===== src/rtl/pulse_period_monitor_pkg.sv =====
// Shared types and helpers for the pulse period monitor.
//   mon_state_t : monitor FSM states
//   ERR_CNT_W   : width of the miss/extra statistics counters
//   sat_inc     : increment that sticks at all-ones
package glitch_pkg;

  typedef enum logic [1:0] {IDLE, SYNC, ACQUIRE, LOCKED} mon_state_t;

  localparam int unsigned ERR_CNT_W = 8;

  function automatic logic [ERR_CNT_W-1:0] sat_inc(input logic [ERR_CNT_W-1:0] v);
    return (v == '1) ? v : v + 1'b1;
  endfunction

endpackage


===== src/rtl/pulse_period_monitor_if.sv =====
// Signal bundle between the trigger-pulse source/firmware side and the monitor.
//   master : drives pulse_in/enable/clear, observes the measurement/status outputs
//   slave  : the monitor itself
interface pulse_period_monitor_if #(
  parameter int unsigned CNT_W = 16
);
  import glitch_pkg::*;

  logic                 pulse_in;
  logic                 enable;
  logic                 clear;
  logic [CNT_W-1:0]     period_out;
  logic                 period_valid;
  logic                 locked;
  logic                 err;
  logic [ERR_CNT_W-1:0] miss_cnt;
  logic [ERR_CNT_W-1:0] extra_cnt;

  modport master (
    output pulse_in, enable, clear,
    input  period_out, period_valid, locked, err, miss_cnt, extra_cnt
  );

  modport slave (
    input  pulse_in, enable, clear,
    output period_out, period_valid, locked, err, miss_cnt, extra_cnt
  );
endinterface


===== src/rtl/pulse_period_monitor_timer.sv =====
// Interval timer for the pulse period monitor.
//   clk_in1, rst_n : clock, async active-low reset
//   run            : 0 forces the interval count to zero
//   pulse_in       : event input
//   period         : iv+1, the spacing of an event occurring this cycle
//   short_ev       : event arrived before the acceptance window
//   good_ev        : event arrived inside the acceptance window
//   timeout        : last acceptable slot passed without an event
module pulse_interval_timer #(
  parameter int unsigned CNT_W      = 16,
  parameter int unsigned EXP_PERIOD = 5,
  parameter int unsigned TOL        = 0
) (
  input  logic             clk_in1,
  input  logic             rst_n,
  input  logic             run,
  input  logic             pulse_in,
  output logic [CNT_W-1:0] period,
  output logic             short_ev,
  output logic             good_ev,
  output logic             timeout
);
  localparam logic [CNT_W-1:0] LO = CNT_W'(EXP_PERIOD - TOL);
  localparam logic [CNT_W-1:0] HI = CNT_W'(EXP_PERIOD + TOL);

  logic [CNT_W-1:0] iv;

  always_ff @(posedge clk_in1 or negedge rst_n) begin
    if (!rst_n)
      iv <= '0;
    else if (!run || pulse_in)
      iv <= '0;
    else if (iv != '1)
      iv <= iv + 1'b1;
  end

  assign period   = iv + 1'b1;
  assign short_ev = pulse_in && (period < LO);
  assign good_ev  = pulse_in && (period >= LO) && (period <= HI);
  assign timeout  = !pulse_in && (period == HI);
endmodule


===== src/rtl/pulse_period_monitor.sv =====
// Pulse period monitor: measures spacing of the periodic trigger pulse,
// declares lock after a run of good periods and counts missed/extra pulses.
//   clk_in1 : single clock, all logic on posedge
//   rst_n   : asynchronous active-low reset
//   mon     : slave side of pulse_period_monitor_if
//             (pulse_in, enable, clear in; period_out, period_valid,
//              locked, err, miss_cnt, extra_cnt out)
module pulse_period_monitor
  import glitch_pkg::*;
#(
  parameter int unsigned CNT_W      = 16,
  parameter int unsigned EXP_PERIOD = 5,
  parameter int unsigned TOL        = 0,
  parameter int unsigned LOCK_COUNT = 4
) (
  input  logic                   clk_in1,
  input  logic                   rst_n,
  pulse_period_monitor_if.slave  mon
);
  localparam int unsigned GOOD_W = $clog2(LOCK_COUNT + 1);

  mon_state_t           state, state_nx;
  logic [GOOD_W-1:0]    good, good_nx;
  logic [CNT_W-1:0]     period_q, period_nx;
  logic                 valid_q, valid_nx;
  logic                 locked_q;
  logic                 err_q, err_nx;
  logic [ERR_CNT_W-1:0] miss_q, miss_nx;
  logic [ERR_CNT_W-1:0] extra_q, extra_nx;

  logic [CNT_W-1:0]     period;
  logic                 short_ev, good_ev, timeout;

  pulse_interval_timer #(
    .CNT_W      (CNT_W),
    .EXP_PERIOD (EXP_PERIOD),
    .TOL        (TOL)
  ) u_timer (
    .clk_in1  (clk_in1),
    .rst_n    (rst_n),
    .run      (mon.enable && !mon.clear),
    .pulse_in (mon.pulse_in),
    .period   (period),
    .short_ev (short_ev),
    .good_ev  (good_ev),
    .timeout  (timeout)
  );

  always_comb begin
    state_nx  = state;
    good_nx   = good;
    period_nx = period_q;
    valid_nx  = 1'b0;
    err_nx    = err_q;
    miss_nx   = miss_q;
    extra_nx  = extra_q;

    if (!mon.enable) begin
      state_nx = IDLE;
      good_nx  = '0;
    end else if (mon.clear) begin
      state_nx  = SYNC;
      good_nx   = '0;
      period_nx = '0;
      err_nx    = 1'b0;
      miss_nx   = '0;
      extra_nx  = '0;
    end else begin
      case (state)
        IDLE: state_nx = SYNC;
        SYNC: begin
          if (mon.pulse_in) begin
            state_nx = ACQUIRE;
            good_nx  = '0;
          end
        end
        ACQUIRE, LOCKED: begin
          // Every event here is reported, short ones included.
          if (mon.pulse_in) begin
            period_nx = period;
            valid_nx  = 1'b1;
          end
          if (short_ev) begin
            extra_nx = sat_inc(extra_q);
            good_nx  = '0;
            if (state == LOCKED) begin
              err_nx   = 1'b1;
              state_nx = ACQUIRE;
            end
          end else if (good_ev) begin
            if (state == ACQUIRE) begin
              if (good == GOOD_W'(LOCK_COUNT - 1)) begin
                state_nx = LOCKED;
                good_nx  = '0;
              end else begin
                good_nx = good + 1'b1;
              end
            end
          end else if (timeout) begin
            miss_nx  = sat_inc(miss_q);
            good_nx  = '0;
            state_nx = SYNC;
            if (state == LOCKED)
              err_nx = 1'b1;
          end
        end
        default: state_nx = IDLE;
      endcase
    end
  end

  always_ff @(posedge clk_in1 or negedge rst_n) begin
    if (!rst_n) begin
      state    <= IDLE;
      good     <= '0;
      period_q <= '0;
      valid_q  <= 1'b0;
      locked_q <= 1'b0;
      err_q    <= 1'b0;
      miss_q   <= '0;
      extra_q  <= '0;
    end else begin
      state    <= state_nx;
      good     <= good_nx;
      period_q <= period_nx;
      valid_q  <= valid_nx;
      locked_q <= (state_nx == LOCKED);
      err_q    <= err_nx;
      miss_q   <= miss_nx;
      extra_q  <= extra_nx;
    end
  end

  assign mon.period_out   = period_q;
  assign mon.period_valid = valid_q;
  assign mon.locked       = locked_q;
  assign mon.err          = err_q;
  assign mon.miss_cnt     = miss_q;
  assign mon.extra_cnt    = extra_q;
endmodule

===== src/flat_wrapper.sv =====
// flat-port wrapper written by rule: the top's interface ports become plain ports
module pulse_period_monitor_flat import glitch_pkg::*;
#(
  parameter int unsigned CNT_W      = 16,
  parameter int unsigned EXP_PERIOD = 5,
  parameter int unsigned TOL        = 0,
  parameter int unsigned LOCK_COUNT = 4
)
  (clk_in1, rst_n, mon_pulse_in, mon_enable, mon_clear, mon_period_out, mon_period_valid, mon_locked, mon_err, mon_miss_cnt, mon_extra_cnt);
  pulse_period_monitor_if #(.CNT_W(CNT_W)) mon_i ();
  input  logic clk_in1;
  input  logic rst_n;
  input wire logic [$bits(mon_i.pulse_in)-1:0] mon_pulse_in;
  input wire logic [$bits(mon_i.enable)-1:0] mon_enable;
  input wire logic [$bits(mon_i.clear)-1:0] mon_clear;
  output wire logic [$bits(mon_i.period_out)-1:0] mon_period_out;
  output wire logic [$bits(mon_i.period_valid)-1:0] mon_period_valid;
  output wire logic [$bits(mon_i.locked)-1:0] mon_locked;
  output wire logic [$bits(mon_i.err)-1:0] mon_err;
  output wire logic [$bits(mon_i.miss_cnt)-1:0] mon_miss_cnt;
  output wire logic [$bits(mon_i.extra_cnt)-1:0] mon_extra_cnt;
  assign mon_i.pulse_in = mon_pulse_in;
  assign mon_i.enable = mon_enable;
  assign mon_i.clear = mon_clear;
  assign mon_period_out = mon_i.period_out;
  assign mon_period_valid = mon_i.period_valid;
  assign mon_locked = mon_i.locked;
  assign mon_err = mon_i.err;
  assign mon_miss_cnt = mon_i.miss_cnt;
  assign mon_extra_cnt = mon_i.extra_cnt;
  pulse_period_monitor #(.CNT_W(CNT_W), .EXP_PERIOD(EXP_PERIOD), .TOL(TOL), .LOCK_COUNT(LOCK_COUNT)) u_core (.clk_in1(clk_in1), .rst_n(rst_n), .mon(mon_i));
endmodule

===== config.mk =====
export PLATFORM = sky130hd
export DESIGN_NAME = pulse_period_monitor_flat
export DESIGN_NICKNAME = d
export VERILOG_FILES = /design/src/rtl/pulse_period_monitor_pkg.sv /design/src/rtl/pulse_period_monitor_if.sv /design/src/rtl/pulse_period_monitor_timer.sv /design/src/rtl/pulse_period_monitor.sv /design/src/flat_wrapper.sv
export SDC_FILE = /design/constraint.sdc
export NUM_CORES = 1
export LEC_CHECK = 0
export CORE_UTILIZATION = 60
export DETAILED_ROUTE_END_ITERATION = 10
export PLACE_DENSITY = 0.85
export SETUP_SLACK_MARGIN = 0.5
export SYNTH_ARGS = -nofsm -noshare
export SYNTH_HDL_FRONTEND = slang
export SYNTH_SLANG_ARGS = --single-unit

===== constraint.sdc =====
create_clock -name clk_in1 -period 7.6 [get_ports clk_in1]
set_clock_uncertainty 0.1 [all_clocks]
set_input_delay 2.28 -clock clk_in1 [delete_from_list [all_inputs] [get_ports clk_in1]]
set_output_delay 2.28 -clock clk_in1 [all_outputs]
set_load 0.005 [all_outputs]

==> key figures, run 1 <==
Place
  • IO buf count: 39
  • Pre-CTS setup slack: between 2 and 2.5 ns
  • Placer Congestion: ~0.90
  • Inst Count DP: 431
  • DP HPWL: 4930 um
  • Area after DPL: 3510 um2

Die
  • Die width: 74.0 um
  • Count of pins on the block boundary: 40
  • Initial Util: 0.641
  • Core footprint: 4850 um2
  • Die H: 74.0 um
  • Die ar.: 5470 um2
  • Rows: 25

Critical path
  • CP max stage cell: clkdlybuf4s50_1
  • CP Launch Type: primary input
  • Critical Path RT: around 7.7 ns
  • CP Cell Sequence: clkdlybuf4s50_1, inv_1, nor2_1, nand3_1, a2111oi_0, nand3_1, o21ai_0
  • Worst setup EP type: register
  • Cell seen most often among critical-path stages: nand3_1
  • Setup CP Type: in -> reg
  • Crit path largest cell delay: 0.80 ns
  • Worst-path fanout max: 17
  • CP arrival: 5.09 ns

Synthesis
  • Top cell type's share of synthesized area: 0.451
  • Synth Warn #: 0
  • Fraction of registers with async set or reset after synthesis: 1.00
  • #FFs+latches synth: 56
  • Syn Inst Count: about 340
  • Yosys cell types: 57
  • Syn nets: 349
  • Post-synth EDFFs: 0
  • Post-Syn Area: 3110 um2
  • Largest cells by area after synthesis: dfrtp_1 45%, o21ai_0 6.3%, nand2_1 6.0%
  • Avg Cell Area, Syn: between 9 and 10 um2
  • Leading area contributor after synthesis: dfrtp_1
  • Sequential area share after synthesis: 0.451
  • Ys flop type: dfrtp_1

Power
  • Comb pwr share: 0.103
  • Cell Int Power: 394 uW
  • Peak supply drop: 121 uV
  • Part of the power in registers: 0.590
  • Tot Pwr: 535 uW
  • Sw power: 140 uW
  • Switching part of the total: 0.262
  • LEAKAGE: between 1.5 and 2 nW
  • P per Cell Area: 149 nW/um2
  • Clock share of power: 0.308

Clock network
  • CTS tree: done
  • CTS sink count: 56
  • Clock Pin Slew Worst Setup and Hold Paths: 0.10 ns
  • Setup Fix Bufs, Post-CTS: 0
  • Root Buffer: clkbuf_8
  • CTS resizes: 0
  • Worst-skew pair later-pin latency: roughly 0.32 ns
  • CTS Hold Bufs: 0
  • Clock Tree Buf Depth: 2
  • H-tree depth: 2
  • CTS Buf Count: 5

Drt
  • Final wirelength: 7090 um
  • Vias: 2674
  • Drt first pass iters: 4
  • Wirelength per Cell: about 16 um
  • Remaining DRCs: 0
  • Final ANT Viol Nets: 0
  • Drt via density: 6.09
  • DRT iter0 DRCs: 193

Cells and area
  • Fillers: between 300 and 400
  • Most common cell after layout, fill and taps aside: dfrtp_1
  • Final #Nets: 381
  • Synth-to-Final Area Change: 15.7%
  • Most frequent cells in the layout: 56 x dfrtp_1, 50 x nand2_1, 39 x o21ai_0
  • Share of cells above drive strength 1: 0.0672
  • Finished Cell Area: 3600 um2
  • Ant. Diodes: 0
  • Fin cells: 439
  • Final core occ: 0.742

Worst hold path
  • HP Class: reg -> reg

STA
  • # setup viols final: 0
  • Crit share post-route: 0.651
  • Setup TNS: 0 ns
  • Final worst slack: 2.65 ns
  • Fin. Hold Viols: 0
  • Max-slew violation count: 0
  • Fmax: about 200 MHz
  • Least-Margin Pin Slew: a little over 0.7 ns
  • Slew margin rel.: 0.512
  • Min Clock Period, post-route: 4.95 ns
  • RSZ-0062 raised after global routing: false
  • Hold slack: 0.386 ns

Global route
  • Largest net degree at the start of global routing: 57
  • Global-route wire length before repair: 11800 um
  • Initial antenna violation count: 0
  • Vias in the first global route: 2613
  • All-Layer GR Usage: 0.283
  • Overflow after GRT: 0

Flow run
  • Max Cap Violations: 0

Run status
  • Outcome: complete, no violations
-- sequential cells by signal, summed over array words and instances, names as in the netlist --
register	count
u_core.mon.period_out	16
u_core.u_timer.iv	16
u_core.mon.extra_cnt	8
u_core.mon.miss_cnt	8
u_core.good	3
u_core.state	2
u_core.mon.err	1
u_core.mon.locked	1
u_core.mon.period_valid	1
-- worst max-delay path, delay by kind of cell --
| kind | cells | cell delay, ns |
|---|---|---|
| simple gates | 3 | 1.02 |
| compound gates | 2 | 0.72 |
| buf+inv | 2 | 1.07 |
-- cells by family after synthesis --
group	after synthesis	share of synthesized area
buf+inv	29	0.0415
compound gates	88	0.178
simple gates	136	0.236
xor+xnor	19	0.0536
mux	6	0.0201
fa+ha+maj	5	0.0201
flops	56	0.451
-- per-layer routing --
layer	vias to the layer above	wire [um]	global-route usage
met2	80	3460	0.474
met1	1284	3130	0.360
met4	0	171	0.141
li1	1292	-	-
met5	-	0	0
met3	18	316	0.0407
-- final timing paths --
kind	to	cells after the start	startpoint	slack, ns
max reg2reg	u_core.mon.miss_cnt[4]$_DFFE_PN0P_	8	u_core.u_timer.iv[0]$_DFFE_PN0P_	4.44
min reg2reg	u_core.mon.period_out[8]$_DFFE_PN0P_	2	u_core.mon.period_out[8]$_DFFE_PN0P_	0.39
max in group asynchronous	u_core.u_timer.iv[8]$_DFFE_PN0P_	2	rst_n	4.94
min	u_core.mon.period_out[8]$_DFFE_PN0P_	2	u_core.mon.period_out[8]$_DFFE_PN0P_	0.39
min in group asynchronous	u_core.mon.period_out[0]$_DFFE_PN0P_	2	rst_n	1.98
max	u_core.good[0]$_DFFE_PN0P_	7	mon_enable	2.65
-- area by class of cell --
cell class	instances	area (um2)	share of cell area
flip-flops and latches	56	1400	0.390
clock buffers	6	72.6	0.0202
well taps	67	83.8	0.0233
repair buffers	40	393	0.109
inverters	14	52.6	0.0146
multi-input cells	254	1580	0.438
clock inverters	2	16.3	0.00452
-- power groups by stage --
| stage | clock [mW] | combinational (mW) | sequential, mW |
|---|---|---|---|
| 4_1_cts | 0.167 | 0.0551 | 0.315 |
| 3_5_place_dp | 0 | 0.0543 | 0.321 |
| 5_1_grt | 0.177 | 0.0612 | 0.317 |
| 6_report | 0.164 | 0.0548 | 0.315 |
| 3_3_place_gp | 0 | 0.0522 | 0.321 |
| 2_1_floorplan | 0 | 0.0275 | 0.318 |
-- cells in the mapped netlist (2+ instances only) --
library cell / instances
a211o_1: 3
a211oi_1: 3
a21oi_1: 16
a21oi_2: 2
a22oi_1: 3
a311o_1: 2
a31o_2: 4
a31oi_1: 3
a41o_1: 2
and3_1: 6
buf_2: 3
buf_6: 2
clkbuf_1: 9
dfrtp_1: 56
ha_1: 5
inv_1: 14
mux2i_1: 4
nand2_1: 50
nand2b_1: 3
nand3_1: 20
nand3_2: 2
nand4_1: 8
nor2_1: 16
nor2b_1: 5
nor4_1: 7
nor4b_1: 2
o21ai_0: 39
o221ai_1: 2
or2_2: 2
or3_1: 2
xnor2_1: 14
xor2_1: 5
No activity file was read; power rests on OpenSTA's default activity.
==> run 2: changes to the inputs <==
--- a/config.mk
+++ b/config.mk
@@ -5,9 +5,9 @@
 export SDC_FILE = /design/constraint.sdc
 export NUM_CORES = 1
 export LEC_CHECK = 0
-export CORE_UTILIZATION = 60
+export CORE_UTILIZATION = 55
 export DETAILED_ROUTE_END_ITERATION = 10
-export PLACE_DENSITY = 0.85
+export PLACE_DENSITY = 0.78
 export SETUP_SLACK_MARGIN = 0.5
 export SYNTH_ARGS = -nofsm -noshare
 export SYNTH_HDL_FRONTEND = slang
==> constraint.sdc (replaced) <==
create_clock -name clk_in1 -period 4.7 [get_ports clk_in1]
set_clock_uncertainty 0.1 [all_clocks]
set_input_delay 1.41 -clock clk_in1 [delete_from_list [all_inputs] [get_ports clk_in1]]
set_output_delay 1.41 -clock clk_in1 [all_outputs]
set_load 0.005 [all_outputs]
==> key figures, run 2 (synthesis results as in run 1) <==
STA
  • Crit share post-route: 0.754
  • Fin. Hold Viols: 0 (unchanged)
  • RSZ-0062 raised after global routing: false (unchanged)
  • Min Clock Period, post-route: between 3 and 4 ns
  • Slew margin rel.: 0.455 (was 0.512)
  • Setup TNS: 0 ns (unchanged)
  • Fmax: 282 MHz
  • Max-slew violation count: 0 (unchanged)
  • # setup viols final: 0 (unchanged)
  • Hold slack: 0.385 ns (was 0.386 ns)
  • Least-Margin Pin Slew: 0.817 ns (was 0.726 ns)

Drt
  • Drt first pass iters: 4 (unchanged)
  • Final ANT Viol Nets: 0 (unchanged)
  • Drt via density: 6.05 (was 6.09)
  • DRT iter0 DRCs: 149 (was 193)
  • Vias: 2687 (was 2674)
  • Final wirelength: 7020 um (was 7090 um)
  • Remaining DRCs: 0 (unchanged)
  • Wirelength per Cell: 15.8 um (was 16.1 um)

Critical path
  • Crit path largest cell delay: 0.62 ns (was 0.80 ns)
  • Worst-path fanout max: 18 (was 17)
  • Setup CP Type: in -> reg (unchanged)
  • CP arrival: 3.63 ns (was 5.09 ns)
  • Critical Path RT: 4.78 ns (was 7.74 ns)
  • CP Launch Type: primary input (unchanged)
  • CP Cell Sequence: clkdlybuf4s50_1, or3_1, nor2_1, nand4_1, nand3_1, o21ai_0 (was clkdlybuf4s50_1, inv_1, nor2_1, nand3_1, a2111oi_0, nand3_1, o21ai_0)
  • Worst setup EP type: register (unchanged)
  • CP max stage cell: or3_1 (was clkdlybuf4s50_1)

Place
  • IO buf count: 39 (unchanged)
  • Inst Count DP: 437 (was 431)
  • Placer Congestion: 0.843 (was 0.899)
  • DP HPWL: 4950 um (was 4930 um)

Global route
  • Global-route wire length before repair: 11900 um (was 11800 um)
  • All-Layer GR Usage: 0.250 (was 0.283)
  • Met1 usage: 0.317 (was 0.360)
  • Met3 GRT Util: 0.0429 (was 0.0407)
  • Grt met2 use: 0.427 (was 0.474)
  • Largest net degree at the start of global routing: 37 (was 57)
  • Most used routing layer: met2 (unchanged)
  • Initial antenna violation count: 0 (unchanged)
  • Overflow after GRT: 0 (unchanged)
  • Vias in the first global route: 2599 (was 2613)

Power
  • Tot Pwr: 854 uW (was 535 uW)
  • LEAKAGE: 1.54 nW (was 1.53 nW)
  • Peak supply drop: 154 uV (was 121 uV)
  • P per Cell Area: 236 nW/um2 (was 149 nW/um2)

Die
  • Die ar.: 5950 um2 (was 5470 um2)
  • Initial Util: 0.590 (was 0.641)
  • Die width: 77.2 um (was 74.0 um)
  • Count of pins on the block boundary: 40 (unchanged)
  • Die H: 77.2 um (was 74.0 um)
  • Rows: 26 (was 25)
  • Core footprint: 5270 um2 (was 4850 um2)

Cells and area
  • Ant. Diodes: 0 (unchanged)
  • Synth-to-Final Area Change: 16.4% (was 15.7%)
  • Multi-input logic area: 1580 um2 (unchanged)
  • Fin cells: 444 (was 439)
  • Register area: 1400 um2 (unchanged)
  • Most common cell after layout, fill and taps aside: dfrtp_1 (unchanged)
  • Share of cells above drive strength 1: 0.0749 (was 0.0672)
  • Final #Nets: 384 (was 381)
  • Most frequent cells in the layout: 56 x dfrtp_1, 50 x nand2_1, 39 x o21ai_0 (unchanged)
  • Fillers: 441 (was 371)
  • Final core occ: 0.686 (was 0.742)

Clock network
  • Setup Fix Bufs, Post-CTS: 0 (unchanged)
  • Root Buffer: clkbuf_8 (unchanged)
  • Clock Pin Slew Worst Setup and Hold Paths: 0.10 ns (about the same)
  • CTS sink count: 56 (unchanged)
  • CTS Buf Count: 5 (unchanged)
  • CTS tree: done (unchanged)
  • Clock Tree Buf Depth: 2 (unchanged)
  • CTS resizes: 0 (unchanged)
  • CTS Hold Bufs: 0 (unchanged)
  • Worst-skew pair later-pin latency: 0.31 ns (was 0.32 ns)
  • H-tree depth: 2 (unchanged)

Run status
  • Outcome: complete, no violations (unchanged)

Flow run
  • Max Cap Violations: 0 (unchanged)

Worst hold path
  • HP Class: reg -> reg (unchanged)
==> run 2: cell types whose count changed in the layout (fill, tap and decap cells not counted) <==
cell / change
clkbuf_1: -1
clkinv_2: +1
buf_4: +3
clkinv_4: -1
==> run 2: through the flow <==
step	area [um2]	setup WS (ns)
5_1_grt	3610	0.900
6_report	3610	1.16
4_1_cts	3610	1.19
3_5_place_dp	3530	0.861
3_3_place_gp	3530	0.918
2_1_floorplan	3110	1.67
==> run 2: power breakdown <==
group,switching (mW),internal [mW]
combinational,0.0487,0.0397
sequential,0.0174,0.492
clock,0.154,0.101
total,0.221,0.633
==> run 2: worst paths after layout <==
path                                                       start                                    end  slack (ns)  cells past startpoint
max reg2reg                     u_core.u_timer.iv[0]$_DFFE_PN0P_     u_core.mon.miss_cnt[4]$_DFFE_PN0P_        1.56                      8
min                        u_core.mon.period_out[14]$_DFFE_PN0P_  u_core.mon.period_out[14]$_DFFE_PN0P_        0.38                      2
max                                                 mon_pulse_in       u_core.u_timer.iv[0]$_DFFE_PN0P_        1.16                      6
max in group asynchronous                                  rst_n    u_core.mon.extra_cnt[2]$_DFFE_PN0P_        2.63                      2
min in group asynchronous                                  rst_n  u_core.mon.period_out[14]$_DFFE_PN0P_        1.08                      1
min reg2reg                u_core.mon.period_out[14]$_DFFE_PN0P_  u_core.mon.period_out[14]$_DFFE_PN0P_        0.38                      2
==> run 2: critical path: cells and delay by family <==
| kind | cells | cell delay (ns) |
|---|---|---|
| buf+inv | 1 | 0.61 |
| compound gates | 1 | 0.10 |
| simple gates | 4 | 1.50 |
==> run 2: layout make-up <==
cell class	count	share of cell area
clock buffer	5	0.0190
clock inverter	2	0.00346
inverter	14	0.0145
multi-input combinational	254	0.436
sequential	56	0.388
tap	70	0.0242
timing repair buffer	43	0.115
==> run 2: per-layer routing <==
layer  wire length, um  share of wire
met5                 0              0
met4               121          0.017
met3               317          0.045
met2              3480           0.50
met1              3100           0.44
==> run 3: changes to the inputs <==
--- a/config.mk
+++ b/config.mk
@@ -5,9 +5,9 @@
 export SDC_FILE = /design/constraint.sdc
 export NUM_CORES = 1
 export LEC_CHECK = 0
-export CORE_UTILIZATION = 55
+export CORE_UTILIZATION = 50
 export DETAILED_ROUTE_END_ITERATION = 10
-export PLACE_DENSITY = 0.78
+export PLACE_DENSITY = 0.75
 export SETUP_SLACK_MARGIN = 0.5
 export SYNTH_ARGS = -nofsm -noshare
 export SYNTH_HDL_FRONTEND = slang
==> constraint.sdc (replaced) <==
create_clock -name clk_in1 -period 3.17 [get_ports clk_in1]
set_clock_uncertainty 0.1 [all_clocks]
set_input_delay 0.951 -clock clk_in1 [delete_from_list [all_inputs] [get_ports clk_in1]]
set_output_delay 0.951 -clock clk_in1 [all_outputs]
set_load 0.005 [all_outputs]
==> key figures, run 3 (synthesis results as in run 1) <==
Run status
  • Outcome: complete, no violations (unchanged)

STA
  • # setup viols final: 0 (unchanged)
  • Setup TNS: 0 ns (unchanged)
  • Max-slew violation count: 0 (unchanged)
  • Slew margin rel.: 0.543 (was 0.455)
  • Fmax: between 300 and 400 MHz
  • RSZ-0062 raised after global routing: true (was false)
  • Min Clock Period, post-route: 2.65 ns
  • Least-Margin Pin Slew: 0.686 ns (was 0.817 ns)
  • Crit share post-route: 0.835
  • Fin. Hold Viols: 0 (unchanged)

Clock network
  • CTS sink count: 56 (unchanged)
  • CTS Hold Bufs: 0 (unchanged)
  • CTS tree: done (unchanged)
  • Clock Tree Buf Depth: 2 (unchanged)
  • Root Buffer: clkbuf_8 (unchanged)
  • Worst-skew pair later-pin latency: 0.31 ns (about the same)
  • CTS Buf Count: 5 (unchanged)
  • Clock Pin Slew Worst Setup and Hold Paths: 0.10 ns (about the same)
  • H-tree depth: 2 (unchanged)

Critical path
  • CP Cell Sequence: ha_4, and3_4, or3_4, a21oi_4, nand3_4, or4_4, mux2i_1, a211o_1 (was clkdlybuf4s50_1, or3_1, nor2_1, nand4_1, nand3_1, o21ai_0)
  • Crit path largest cell delay: 0.60 ns (was 0.62 ns)
  • Worst R2R Setup Slack: 0.52 ns (was 1.56 ns)
  • CP arrival: 2.75 ns (was 3.63 ns)
  • CP max stage cell: or4_4 (was or3_1)
  • CP Launch Type: register (was primary input)
  • Worst-path fanout max: 6 (was 18)
  • Setup CP Type: reg -> reg (was in -> reg)
  • Critical Path RT: 3.27 ns (was 4.78 ns)
  • Crit path launch: u_core.u_timer.iv[0]$_DFFE_PN0P_ (was mon_pulse_in)
  • FF-to-FF Start: u_core.u_timer.iv[0]$_DFFE_PN0P_ (unchanged)
  • Worst setup EP type: register (unchanged)

Drt
  • DRT iter0 DRCs: 182 (was 149)
  • Vias: 2830 (was 2687)
  • Final ANT Viol Nets: 0 (unchanged)
  • Final wirelength: 7740 um (was 7020 um)
  • Remaining DRCs: 0 (unchanged)
  • Drt via density: 5.95 (was 6.05)
  • Drt first pass iters: 4 (unchanged)
  • Wirelength per Cell: 16.3 um (was 15.8 um)

Power
  • Sw power: 339 uW (was 221 uW)
  • Peak supply drop: 183 uV (was 154 uV)
  • Switching part of the total: 0.263 (was 0.258)
  • Cell Int Power: 950 uW (was 633 uW)
  • LEAKAGE: 1.74 nW (was 1.54 nW)
  • Part of the power in registers: 0.585 (was 0.597)
  • Comb pwr share: 0.115 (was 0.104)
  • P per Cell Area: 316 nW/um2 (was 236 nW/um2)
  • Clock share of power: 0.300 (about the same)

Cells and area
  • Most common cell after layout, fill and taps aside: nand2_1 (was dfrtp_1)
  • Fin cells: 476 (was 444)
  • Synth-to-Final Area Change: 31.3% (was 16.4%)
  • Share of cells above drive strength 1: 0.212 (was 0.0749)
  • Fillers: 478 (was 441)
  • Ant. Diodes: 0 (unchanged)
  • Most frequent cells in the layout: 50 x nand2_1, 48 x dfrtp_1, 39 x o21ai_0 (was 56 x dfrtp_1, 50 x nand2_1, 39 x o21ai_0)
  • Final #Nets: 411 (was 384)

Global route
  • Vias in the first global route: 2470 (was 2599)
  • All-Layer GR Usage: 0.235 (was 0.250)
  • Global-route wire length before repair: 11800 um (was 11900 um)
  • Largest net degree at the start of global routing: 30 (was 37)
  • Overflow after GRT: 0 (unchanged)
  • Initial antenna violation count: 0 (unchanged)

Place
  • IO buf count: 39 (unchanged)
  • Placer Congestion: 0.859 (was 0.843)
  • Inst Count DP: 453 (was 437)
  • DP HPWL: 5060 um (was 4950 um)

Die
  • Count of pins on the block boundary: 40 (unchanged)
  • Core footprint: 5960 um2 (was 5270 um2)
  • Die H: 80.8 um (was 77.2 um)
  • Die width: 80.8 um (was 77.2 um)
  • Rows: 28 (was 26)
  • Die ar.: 6530 um2 (was 5950 um2)
  • Initial Util: 0.522 (was 0.590)

Flow run
  • Max Cap Violations: 0 (unchanged)

Worst hold path
  • Startpoint of the worst hold path: u_core.mon.period_out[8]$_DFFE_PN0P_ (was u_core.mon.period_out[14]$_DFFE_PN0P_)
  • HP Class: reg -> reg (unchanged)
[run 3: cell types whose count changed in the layout (fill, tap and decap cells not counted), moves of 3 or more]
cell     delta
nor4_1      -4
nand3_4     +3
buf_6       +4
dfrtp_2     +8
buf_4      +21
dfrtp_1     -8
xnor2_2     +3
xnor2_1     -4
[run 3: final cells by class]
class | count | area (um2) | area share
well taps | 75 | 93.8 | 0.0230
clock inverters | 2 | 12.5 | 0.00307
flip-flops and latches | 56 | 1410 | 0.346
clock buffers | 5 | 68.8 | 0.0169
multi-input cells | 255 | 1800 | 0.441
repair buffers | 69 | 641 | 0.157
inverters | 14 | 52.6 | 0.0129
[run 3: critical path, delay by kind of cell, from the launching register on]
kind | cells | cell delay, ns
AOI/OAI and AO/OA | 2 | 0.43
adders and majority gates | 1 | 0.18
DFF | 1 | 0.43
muxes | 1 | 0.15
and+or+nand+nor | 4 | 1.25
[run 3: path summary, 6_finish.rpt]
check,depth (start not counted),to
min in group asynchronous,1,u_core.mon.extra_cnt[4]$_DFFE_PN0P_
max,8,u_core.mon.miss_cnt[4]$_DFFE_PN0P_
min,2,u_core.mon.period_out[8]$_DFFE_PN0P_
min reg2reg,2,u_core.mon.period_out[8]$_DFFE_PN0P_
max in group asynchronous,2,u_core.u_timer.iv[4]$_DFFE_PN0P_
max reg2reg,8,u_core.mon.miss_cnt[4]$_DFFE_PN0P_
[run 3: metrics by stage]
stage | utilization | total power [mW] | instance area (um2) | hold slack [ns] | setup slack [ns]
final | 0.685 | 1.29 | 4080 | 0.386 | 0.523
after global routing | 0.685 | 1.34 | 4080 | 0.418 | 0.445
after CTS | 0.644 | 1.29 | 3830 | 0.393 | 0.502
after detailed placement | 0.614 | 0.907 | 3650 | 0.370 | 0.159
after global placement | 0.614 | 0.905 | 3650 | 0.360 | 0.191
after floorplan | - | 0.829 | 3130 | 0.373 | 0.487
[run 3: metal layers]
layer	track usage	up-vias	routed length, um
met5	0	-	0
met4	0.0804	0	95
met3	0.0360	9	355
met2	0.357	81	3640
met1	0.339	1382	3650
li1	-	1358	-
[run 3: power by group through the flow]
stage          logic (mW)  clock network (mW)  registers, mW
4_1_cts             0.143               0.391          0.753
6_report            0.148               0.387          0.754
5_1_grt             0.164               0.416          0.757
3_5_place_dp        0.139                   0          0.768
3_3_place_gp        0.138                   0          0.767
2_1_floorplan      0.0660                   0          0.763
[run 3: what timing repair did]
| action | in CTS | in global routing |
|---|---|---|
| hold endpoints to repair | 0 | 0 |
| setup buffers | 8 | 7 |
| gates cloned | 1 | 0 |
| pin swaps | 5 | 14 |
| resized for setup | 11 | 34 |
| setup endpoints to repair | 14 | 30 |
